File: src/rtl/mdu_iter_pkg.sv
// Shared types for the multiply/divide unit.
//   mdu_op_t    : operation selector carried on the request bus
//   mdu_state_t : top-level sequencing state
//   WORD_W      : default operand width, word_t is one operand
package mdu_iter_pkg;

  localparam int WORD_W = 32;

  typedef logic [WORD_W-1:0] word_t;

  typedef enum logic [2:0] {
    MDU_MULT  = 3'd0,
    MDU_MULTU = 3'd1,
    MDU_DIV   = 3'd2,
    MDU_DIVU  = 3'd3,
    MDU_MTHI  = 3'd4,
    MDU_MTLO  = 3'd5
  } mdu_op_t;

  typedef enum logic [1:0] {
    IDLE = 2'd0,
    MUL  = 2'd1,
    DIV  = 2'd2,
    DONE = 2'd3
  } mdu_state_t;

endpackage

File: src/rtl/mdu_iter_if.sv
// Request/result bus of the multiply/divide unit.
//   master : execute stage (drives in_valid, op, a, b, flush)
//   slave  : mdu_iter (drives in_ready, busy, done, hi, lo)
interface mdu_iter_if
  import mdu_iter_pkg::*;
#(
  parameter int WIDTH = WORD_W
);
  logic             in_valid;
  logic             in_ready;
  mdu_op_t          op;
  logic [WIDTH-1:0] a;
  logic [WIDTH-1:0] b;
  logic             flush;
  logic             done;
  logic [WIDTH-1:0] hi;
  logic [WIDTH-1:0] lo;
  logic             busy;

  modport master (
    output in_valid, op, a, b, flush,
    input  in_ready, done, hi, lo, busy
  );

  modport slave (
    input  in_valid, op, a, b, flush,
    output in_ready, done, hi, lo, busy
  );
endinterface

File: src/rtl/mdu_iter_div.sv
// Restoring divider core, one quotient bit per clock.
//   start     : load operands (magnitudes + sign flags), begin WIDTH iterations
//   abort     : drop the operation in flight (priority over start)
//   signed_op : treat dividend/divisor as two's complement
//   valid     : result available this cycle (one cycle after the last iteration)
//   quotient / remainder : sign-corrected results, valid while valid=1
// Divide by zero yields quotient all ones and remainder = original dividend.
module mdu_iter_div
  import mdu_iter_pkg::*;
#(
  parameter int WIDTH = WORD_W,
  parameter int CNT_W = $clog2(WIDTH + 1)
) (
  input  logic             clk,
  input  logic             reset,
  input  logic             start,
  input  logic             abort,
  input  logic             signed_op,
  input  logic [WIDTH-1:0] dividend,
  input  logic [WIDTH-1:0] divisor,
  output logic             valid,
  output logic [WIDTH-1:0] quotient,
  output logic [WIDTH-1:0] remainder
);

  logic             active_q, active_d;
  logic [CNT_W-1:0] cnt_q, cnt_d;
  logic [WIDTH-1:0] rem_q, rem_d;
  logic [WIDTH-1:0] quo_q, quo_d;
  logic [WIDTH-1:0] dvs_q, dvs_d;
  logic             neg_quo_q, neg_quo_d;
  logic             neg_rem_q, neg_rem_d;
  logic             dz_q, dz_d;

  logic             a_neg, b_neg;
  logic [WIDTH:0]   shifted;
  logic [WIDTH:0]   diff;

  always_comb begin
    // NOTE: every always_comb output gets a default first so no path leaves it
    // unassigned; an unassigned path would infer a latch.
    active_d  = active_q;
    cnt_d     = cnt_q;
    rem_d     = rem_q;
    quo_d     = quo_q;
    dvs_d     = dvs_q;
    neg_quo_d = neg_quo_q;
    neg_rem_d = neg_rem_q;
    dz_d      = dz_q;

    a_neg   = signed_op & dividend[WIDTH-1];
    b_neg   = signed_op & divisor[WIDTH-1];
    // Remainder is always below the divisor, so the shifted value fits WIDTH+1
    // bits and diff[WIDTH] is a clean borrow flag.
    shifted = {rem_q, quo_q[WIDTH-1]};
    diff    = shifted - {1'b0, dvs_q};

    if (abort) begin
      active_d = 1'b0;
    end else if (start) begin
      active_d  = 1'b1;
      cnt_d     = CNT_W'(WIDTH);
      rem_d     = '0;
      quo_d     = a_neg ? -dividend : dividend;
      dvs_d     = b_neg ? -divisor : divisor;
      neg_quo_d = a_neg ^ b_neg;
      neg_rem_d = a_neg;
      dz_d      = (divisor == '0);
    end else if (active_q) begin
      if (cnt_q != '0) begin
        if (!diff[WIDTH]) begin
          rem_d = diff[WIDTH-1:0];
          quo_d = {quo_q[WIDTH-2:0], 1'b1};
        end else begin
          rem_d = shifted[WIDTH-1:0];
          quo_d = {quo_q[WIDTH-2:0], 1'b0};
        end
        cnt_d = cnt_q - 1'b1;
      end else begin
        active_d = 1'b0;
      end
    end
  end

  always_ff @(posedge clk) begin
    // NOTE: sequential state uses non-blocking assignments so every flop
    // samples the pre-edge value regardless of statement order.
    if (reset) begin
      active_q <= 1'b0;
    end else begin
      active_q <= active_d;
    end
  end

  // NOTE: the datapath registers carry no reset; active_q gates their use,
  // so their power-up contents are never observed.
  always_ff @(posedge clk) begin
    cnt_q     <= cnt_d;
    rem_q     <= rem_d;
    quo_q     <= quo_d;
    dvs_q     <= dvs_d;
    neg_quo_q <= neg_quo_d;
    neg_rem_q <= neg_rem_d;
    dz_q      <= dz_d;
  end

  // With a zero divisor every step subtracts nothing: the remainder collects
  // |dividend| and its sign fix restores the original dividend.
  assign valid     = active_q & (cnt_q == '0);
  assign quotient  = dz_q ? '1 : (neg_quo_q ? -quo_q : quo_q);
  assign remainder = neg_rem_q ? -rem_q : rem_q;

endmodule

File: src/rtl/mdu_iter.sv
// Multiply/divide unit owning the HI/LO pair.
//   clk, reset : clock, synchronous active-high reset
//   bus        : slave side of mdu_iter_if (request handshake, flush, done, hi, lo)
// One operation in flight: in_ready only in IDLE. MULT/MULTU run through a
// MUL_STAGES-deep product pipeline, DIV/DIVU through mdu_iter_div, MTHI/MTLO
// write directly. done is a registered one-cycle pulse (DONE state).
module mdu_iter
  import mdu_iter_pkg::*;
#(
  parameter int WIDTH      = WORD_W,
  parameter int MUL_STAGES = 2,
  parameter int CNT_W      = $clog2(WIDTH + 1)
) (
  input logic        clk,
  input logic        reset,
  mdu_iter_if.slave  bus
);

  mdu_state_t           state_q, state_d;
  logic [WIDTH-1:0]     hi_q, hi_d;
  logic [WIDTH-1:0]     lo_q, lo_d;
  logic [MUL_STAGES-1:0] mul_vld_q, mul_vld_d;
  logic [2*WIDTH-1:0]   mul_pipe_q [MUL_STAGES];
  logic [2*WIDTH-1:0]   mul_pipe_d [MUL_STAGES];

  logic                 accept;
  logic                 mul_signed;
  logic [2*WIDTH-1:0]   ext_a, ext_b;
  logic                 div_start, div_abort, div_valid;
  logic [WIDTH-1:0]     div_quo, div_rem;

  assign accept     = bus.in_valid & bus.in_ready & ~bus.flush;
  assign mul_signed = (bus.op == MDU_MULT);
  // Sign-extending to 2*WIDTH lets one unsigned multiplier serve both forms;
  // the low 2*WIDTH bits are the exact two's complement product.
  assign ext_a      = mul_signed ? {{WIDTH{bus.a[WIDTH-1]}}, bus.a} : {{WIDTH{1'b0}}, bus.a};
  assign ext_b      = mul_signed ? {{WIDTH{bus.b[WIDTH-1]}}, bus.b} : {{WIDTH{1'b0}}, bus.b};
  assign div_start  = accept & ((bus.op == MDU_DIV) | (bus.op == MDU_DIVU));
  assign div_abort  = bus.flush & (state_q == DIV);

  mdu_iter_div #(
    .WIDTH (WIDTH),
    .CNT_W (CNT_W)
  ) u_div (
    .clk       (clk),
    .reset     (reset),
    .start     (div_start),
    .abort     (div_abort),
    .signed_op (bus.op == MDU_DIV),
    .dividend  (bus.a),
    .divisor   (bus.b),
    .valid     (div_valid),
    .quotient  (div_quo),
    .remainder (div_rem)
  );

  always_comb begin
    state_d = state_q;
    hi_d    = hi_q;
    lo_d    = lo_q;

    mul_pipe_d[0] = ext_a * ext_b;
    mul_vld_d[0]  = 1'b0;
    for (int i = 1; i < MUL_STAGES; i++) begin
      mul_pipe_d[i] = mul_pipe_q[i-1];
      mul_vld_d[i]  = mul_vld_q[i-1];
    end

    unique case (state_q)
      IDLE: begin
        if (accept) begin
          case (bus.op)
            MDU_MTHI: begin
              hi_d    = bus.a;
              state_d = DONE;
            end
            MDU_MTLO: begin
              lo_d    = bus.a;
              state_d = DONE;
            end
            MDU_MULT, MDU_MULTU: begin
              mul_vld_d[0] = 1'b1;
              state_d      = MUL;
            end
            MDU_DIV, MDU_DIVU: state_d = DIV;
            default: state_d = IDLE;
          endcase
        end
      end
      MUL: begin
        if (bus.flush) begin
          mul_vld_d = '0;
          state_d   = IDLE;
        end else if (mul_vld_q[MUL_STAGES-1]) begin
          {hi_d, lo_d} = mul_pipe_q[MUL_STAGES-1];
          state_d      = DONE;
        end
      end
      DIV: begin
        if (bus.flush) begin
          state_d = IDLE;
        end else if (div_valid) begin
          lo_d    = div_quo;
          hi_d    = div_rem;
          state_d = DONE;
        end
      end
      DONE:    state_d = IDLE;
      default: state_d = IDLE;
    endcase
  end

  always_ff @(posedge clk) begin
    if (reset) begin
      state_q   <= IDLE;
      hi_q      <= '0;
      lo_q      <= '0;
      mul_vld_q <= '0;
    end else begin
      state_q   <= state_d;
      hi_q      <= hi_d;
      lo_q      <= lo_d;
      mul_vld_q <= mul_vld_d;
    end
  end

  always_ff @(posedge clk) begin
    for (int i = 0; i < MUL_STAGES; i++) begin
      mul_pipe_q[i] <= mul_pipe_d[i];
    end
  end

  assign bus.in_ready = (state_q == IDLE);
  assign bus.busy     = (state_q != IDLE);
  assign bus.done     = (state_q == DONE);
  assign bus.hi       = hi_q;
  assign bus.lo       = lo_q;

endmodule

File: src/flat_wrapper.sv
// flat-port wrapper written by rule: the top's interface ports become plain ports
module mdu_iter_flat import mdu_iter_pkg::*;
#(
  parameter int WIDTH      = WORD_W,
  parameter int MUL_STAGES = 2,
  parameter int CNT_W      = $clog2(WIDTH + 1)
)
  (clk, reset, bus_in_valid, bus_op, bus_a, bus_b, bus_flush, bus_in_ready, bus_done, bus_hi, bus_lo, bus_busy);
  mdu_iter_if #(.WIDTH(WIDTH)) bus_i ();
  input logic clk;
  input logic reset;
  input wire logic [$bits(bus_i.in_valid)-1:0] bus_in_valid;
  input wire logic [$bits(bus_i.op)-1:0] bus_op;
  input wire logic [$bits(bus_i.a)-1:0] bus_a;
  input wire logic [$bits(bus_i.b)-1:0] bus_b;
  input wire logic [$bits(bus_i.flush)-1:0] bus_flush;
  output wire logic [$bits(bus_i.in_ready)-1:0] bus_in_ready;
  output wire logic [$bits(bus_i.done)-1:0] bus_done;
  output wire logic [$bits(bus_i.hi)-1:0] bus_hi;
  output wire logic [$bits(bus_i.lo)-1:0] bus_lo;
  output wire logic [$bits(bus_i.busy)-1:0] bus_busy;
  assign bus_i.in_valid = bus_in_valid;
  assign bus_i.op = bus_op;
  assign bus_i.a = bus_a;
  assign bus_i.b = bus_b;
  assign bus_i.flush = bus_flush;
  assign bus_in_ready = bus_i.in_ready;
  assign bus_done = bus_i.done;
  assign bus_hi = bus_i.hi;
  assign bus_lo = bus_i.lo;
  assign bus_busy = bus_i.busy;
  mdu_iter #(.WIDTH(WIDTH), .MUL_STAGES(MUL_STAGES), .CNT_W(CNT_W)) u_core (.clk(clk), .reset(reset), .bus(bus_i));
endmodule
File: config.mk
export PLATFORM = sky130hd
export DESIGN_NAME = mdu_iter_flat
export DESIGN_NICKNAME = d
export VERILOG_FILES = /design/src/rtl/mdu_iter_pkg.sv /design/src/rtl/mdu_iter_if.sv /design/src/rtl/mdu_iter_div.sv /design/src/rtl/mdu_iter.sv /design/src/flat_wrapper.sv
export SDC_FILE = /design/constraint.sdc
export NUM_CORES = 2
export LEC_CHECK = 0
export CAP_MARGIN = 20
export CORE_MARGIN = 2
export CORE_UTILIZATION = 45
export DETAILED_ROUTE_END_ITERATION = 8
export SETUP_SLACK_MARGIN = 0.1
export SLEW_MARGIN = 10
export SYNTH_ARGS = -nofsm -noshare
export SYNTH_HDL_FRONTEND = slang
export SYNTH_SLANG_ARGS = --single-unit
File: constraint.sdc
create_clock -name clk -period 35 [get_ports clk]
set_input_delay 7 -clock clk [delete_from_list [all_inputs] [get_ports clk]]
set_output_delay 7 -clock clk [all_outputs]
set_load 0.03 [all_outputs]
# Word level (Yosys, flattened, before mapping)
# Memories as Yosys holds them, arrays and structs flattened.
# Cells that the tools add are included.
dict set report totals {
  input_bits 71
  ramBits 128
  register_bits 174
  mem_count 1
}
# memory words word_bits read_ports rd_ports_with_merged_regs write_ports line
set memory_table {}
lappend memory_table {u_core.mul_pipe_q 2 64 2 0 2 mdu_iter.sv:23} ;# logic [2*WIDTH-1:0] mul_pipe_q [MUL_STAGES];
dict set report op_classes {
  mux 45
  bitwise_logic 11
  n_mul 1
  addsub 6
  eq_ne 17
  n_reduce_logical 18
}
# op n
set ops {}
lappend ops {{$mux 32} 23}
lappend ops {{$pmux 32 s3} 2}
lappend ops {{$mux 64} 2}
lappend ops {{$neg 32->32} 4}
lappend ops {{$mul 64x64->64} 1}
lappend ops {{$sub 33x32->33} 1}
lappend ops {{$logic_not 32->1} 1}
lappend ops {{$reduce_and 7->1} 2}
lappend ops {{$mux 2} 6}
lappend ops {{$mux 6} 2}
lappend ops {{$ne 2x2->1 const B} 5}
lappend ops {{$pmux 2 s4} 1}
lappend ops {{$reduce_or 2->1} 4}
lappend ops {{$and 1x1->1} 7}
lappend ops {{$mux 1} 7}
lappend ops {{$eq 3x2->1 const B} 2}
lappend ops {{$eq 3x3->1 const B} 2}
lappend ops {{$logic_not 6->1} 1}
lappend ops {{$ne 3x2->1 const B} 2}
lappend ops {{$pmux 2 s3} 1}
lappend ops {{$reduce_and 3->1} 2}
lappend ops {{$reduce_bool 2->1} 3}
lappend ops {{$reduce_bool 6->1} 1}
lappend ops {{$sub 6x1->6 const B} 1}
lappend ops {{12 further kinds} 15}

# Logic depth before layout (Yosys ltp)
dict set report logic_depth {
  word_depth 6
  mapped_depth 37
  depth_no_buf 34
}

# Modules after synthesis
# Synthesis repeated with hierarchy kept, for this count alone.
dict set report unflattened {
  hier_cells 6641
  hier_area_um2 62102.1
}
# module area_per_inst_um2 cells_per_inst n_inst
set modules_own_cells {}
lappend modules_own_cells {mdu_iter 53376.2 5646 1}
lappend modules_own_cells {mdu_iter_div 8725.9 995 1}

# Least setup slack after synthesis
# No wires, ideal clock.
dict set report synth_timing {
  path_type {input -> register}
  startpoint {input bus_op[1]}
  endpoint {memory u_core.mul_pipe_q[0][63] in the netlist's numbering}
  setup_slack_ns 18.847
  required_ns 34.928
  n_path_buf 4
  cell_stages 33
  t_arrival_ns 16.080
  path_cell_list {clkbuf_1 nor3_1 and2_1 clkbuf_1 clkbuf_1 nand2_1 fa_1 inv_1 fa_1 fa_1 inv_1 fa_1 inv_1 fa_1 fa_1 fa_1 fa_1 fa_1 inv_1 fa_1 inv_1 ha_1 clkbuf_8 a21o_1 a21oi_1 o21bai_1 a2111oi_0 nor2_1 o21a_1 o21ai_0 a21boi_0 o31ai_1 xnor2_1}
}
# item line
set synth_rtl {}
lappend synth_rtl {{start, declared} flat_wrapper.sv:13} ;# input wire logic [$bits(bus_i.op)-1:0] bus_op;
lappend synth_rtl {{end, declared} mdu_iter.sv:23}

==> impl_metrics.json <==
{
  "synth-compound-area-share_pct": 6.40,
  "holdCritPathClass": "flop to flop",
  "skew_ns": 0.0221,
  "final_hold_viol_count": 0,
  "yosysTopAreaCell": "fa_1",
  "ant_nets": 0,
  "cp-start-kind": "input port",
  "status": "finished, final reports clean",
  "multi_input_area_um2": 47600,
  "end_kind": "flop",
  "antenna_found_initial": 7,
  "wl_per_cell_um": 21.9,
  "reg2reg_slack_ns": 30.78,
  "crit_start": "bus_op[1]",
  "grt_setup_unrepaired": "false",
  "maxSlewViolCount": 0,
  "die_h_um": 375,
  "dp_hpwl_um": 146000,
  "routed_wl_um": 183000,
  "cts_tree": "done",
  "period_share_pct": 49.2,
  "slew_headroom_pct": 22.3,
  "netlist_area_um2": 62100,
  "cp_max_fo": 22,
  "max_freq_ghz": 0.0581,
  "max-cap-violations": 0,
  "grt-ovfl-total": 0,
  "cts_setup_buffers": 0,
  "synthDominantCellAreaShare_pct": 45.8,
  "grt_pass1_wl_um": 288000,
  "cts_resized": 0,
  "start_util_pct": 45.3,
  "nets": 8406,
  "fin_crit_ns": 17.22,
  "final-seq-area_um2": 7100,
  "gp_congestion": 0.946,
  "grt_max_degree": 80,
  "area_growth_pct": 5.95,
  "yosysUniqueCellTypes": 79,
  "worstMarginPinSlew_ns": 1.17,
  "row_count": 136,
  "setup_violations": 0,
  "numCtsBuffers": 29,
  "ys_seq_area_share_pct": 11.4,
  "cts.sinks": 302,
  "design.core.area_um2": 137000,
  "cts_buffer_depth": 3,
  "cts_root_buffer": "clkbuf_16",
  "max_stage_delay_ns": 0.90,
  "dieArea_um2": 141000,
  "postSynthAreaPerCell_um2": 9.30,
  "cp_common_cell": "fa_1",
  "yosys_register_bits": 302,
  "async_reset_ff_share_pct": 0,
  "synth_top_family_by_area": "adder cells",
  "clk_pin_slew_ns": 0.07,
  "yosys_most_used_dff": "dfxtp_1",
  "synth_mux_area_share_pct": 0.500,
  "ys_warn_count": 0,
  "reg2reg_depth": 14,
  "cp.arrival_ns": 17.73,
  "drive_above_1_share_pct": 3.48,
  "ioPinCount": 138,
  "worstSetupPathType": "input port to flop",
  "vias_per_cell": 5.27,
  "num-fill-cells": 13000,
  "synth-edff-count": 105,
  "grtUsageTotal_pct": 26.8,
  "drc": 0,
  "slowest_stage": "fa_1",
  "crit_required_ns": 35.51,
  "dr.pass1.iters": 6,
  "fp.dieW_um": 375,
  "r2r-end": "u_core.u_div.rem_q[4]",
  "synth-xor-area-share_pct": 3.82,
  "tns_ns": 0,
  "clock_latency_ns": 0.60,
  "endpoint": "u_core.mul_pipe_q[0][63]",
  "synthCells": 6675,
  "synth_simple_gate_area_share_pct": 13.0,
  "yosys-top-cells-area": "fa_1 (46%), inv_1 (9.6%), ha_1 (7.1%)",
  "synthesis.nets": 8518,
  "htreeDepth": 1,
  "r2r_start": "u_core.u_div.quo_q[31]",
  "vias": 44100,
  "drtIter0Drc": 3271,
  "final_core_util_pct": 48.0,
  "cts_hold_buf": 0,
  "port_buffers": 137,
  "grt_pass1_vias": 48000,
  "yosys.area_share.adder_pct": 52.9
}
-- cells in the mapped netlist, types with 57 or more instances --
| cell | count |
|---|---|
| fa_1 | 1420 |
| xnor2_1 | 203 |
| xor2_1 | 68 |
| inv_1 | 1585 |
| dfxtp_1 | 197 |
| clkbuf_1 | 307 |
| ha_1 | 352 |
| edfxtp_1 | 105 |
| nand2_1 | 885 |
| a311oi_1 | 57 |
| a21oi_1 | 185 |
| o21ai_0 | 147 |
| and2_1 | 408 |
| nor2_1 | 238 |
-- metrics by stage --
stage | std cells | cell area [um2] | setup slack (ns) | hold slack, ns
2_1_floorplan | 6675 | 62100 | 18.85 | 0.310
6_report | 8384 | 65800 | 17.78 | 0.327
4_1_cts | 8380 | 65800 | 17.86 | 0.327
3_3_place_gp | 8326 | 64800 | 17.32 | 0.311
3_5_place_dp | 8326 | 64800 | 17.28 | 0.312
5_1_grt | 8380 | 65800 | 17.27 | 0.331
-- sequential cells by signal, indices dropped and copies added (netlist names), 2 cells and up --
signal              flops
u_core.mul_pipe_q     128
u_core.bus.hi          32
u_core.bus.lo          32
u_core.u_div.dvs_q     32
u_core.u_div.quo_q     32
u_core.u_div.rem_q     32
u_core.u_div.cnt_q      6
u_core.mul_vld_q        2
u_core.state_q          2
-- worst min-delay path by stage --
stage	start	endpoint	cells past startpoint
final	u_core.mul_pipe_q[0][40]	u_core.mul_pipe_q[0][104]	0
after global routing	u_core.mul_pipe_q[0][36]	u_core.mul_pipe_q[0][100]	0
after CTS	u_core.mul_pipe_q[0][36]	u_core.mul_pipe_q[0][100]	0
after floorplan	u_core.mul_pipe_q[0][36]	u_core.mul_pipe_q[0][100]	0
after global placement	u_core.mul_pipe_q[0][45]	u_core.mul_pipe_q[0][109]	0
after detailed placement	u_core.mul_pipe_q[0][36]	u_core.mul_pipe_q[0][100]	0
-- worst max-delay path, delay by kind of cell --
kind | cells | cell delay, ns
fa+ha+maj | 11 | 5.84
compound gates | 8 | 1.97
buf+inv | 8 | 1.83
simple gates | 4 | 0.86
xor+xnor | 1 | 0.15
-- cell families after synthesis --
group	Yosys count
buffers and inverters	1952
adders and majority gates	1773
AOI/OAI and AO/OA	608
DFF	302
xor gates and xnor gates	271
and+or+nand+nor	1738
muxes	31
-- layer usage --
| metal | wire length, um | vias up | GRT usage, % |
|---|---|---|---|
| met5 | 0 | - | 0 |
| met3 | 13500 | 279 | 3.49 |
| li1 | - | 19600 | - |
| met1 | 78600 | 22800 | 37.1 |
| met2 | 85200 | 1510 | 44.0 |
| met4 | 6100 | 0 | 7.83 |
-- cell usage in the layout, fill, tap and decap left out, drive strengths merged, types with 7 or more instances in the layout --
cell,count
a31oi,17
a21boi,8
buf,125
edfxtp,105
o41ai,17
nor2b,8
nand4,26
a21oi,188
nor3,30
nand3,22
and2,410
clkinv,7
nand2,885
and3,32
or3,11
clkbuf,34
inv,1592
clkdlybuf4s50,99
o21bai,21
or4,13
a21o,50
o21ai,151
xor2,68
xnor2,203
a211oi,17
nor4,15
ha,352
mux2i,31
dfxtp,197
a311oi,57
o21a,13
nor2,238
o31ai,27
nand2b,28
fa,1420
-- cell type report --
| cell class | count | area share (%) |
|---|---|---|
| inverter | 1585 | 9.05 |
| clock buffer | 34 | 1.23 |
| clock inverter | 20 | 0.299 |
| antenna | 4 | 0.0152 |
| multi-input combinational | 4421 | 72.4 |
| sequential | 302 | 10.8 |
| timing repair buffer | 224 | 2.79 |
| tap | 1794 | 3.41 |
Power is left out: the tool's default activity adds up to more than one toggle a clock period on the data nets, which glitch-free logic cannot reach.
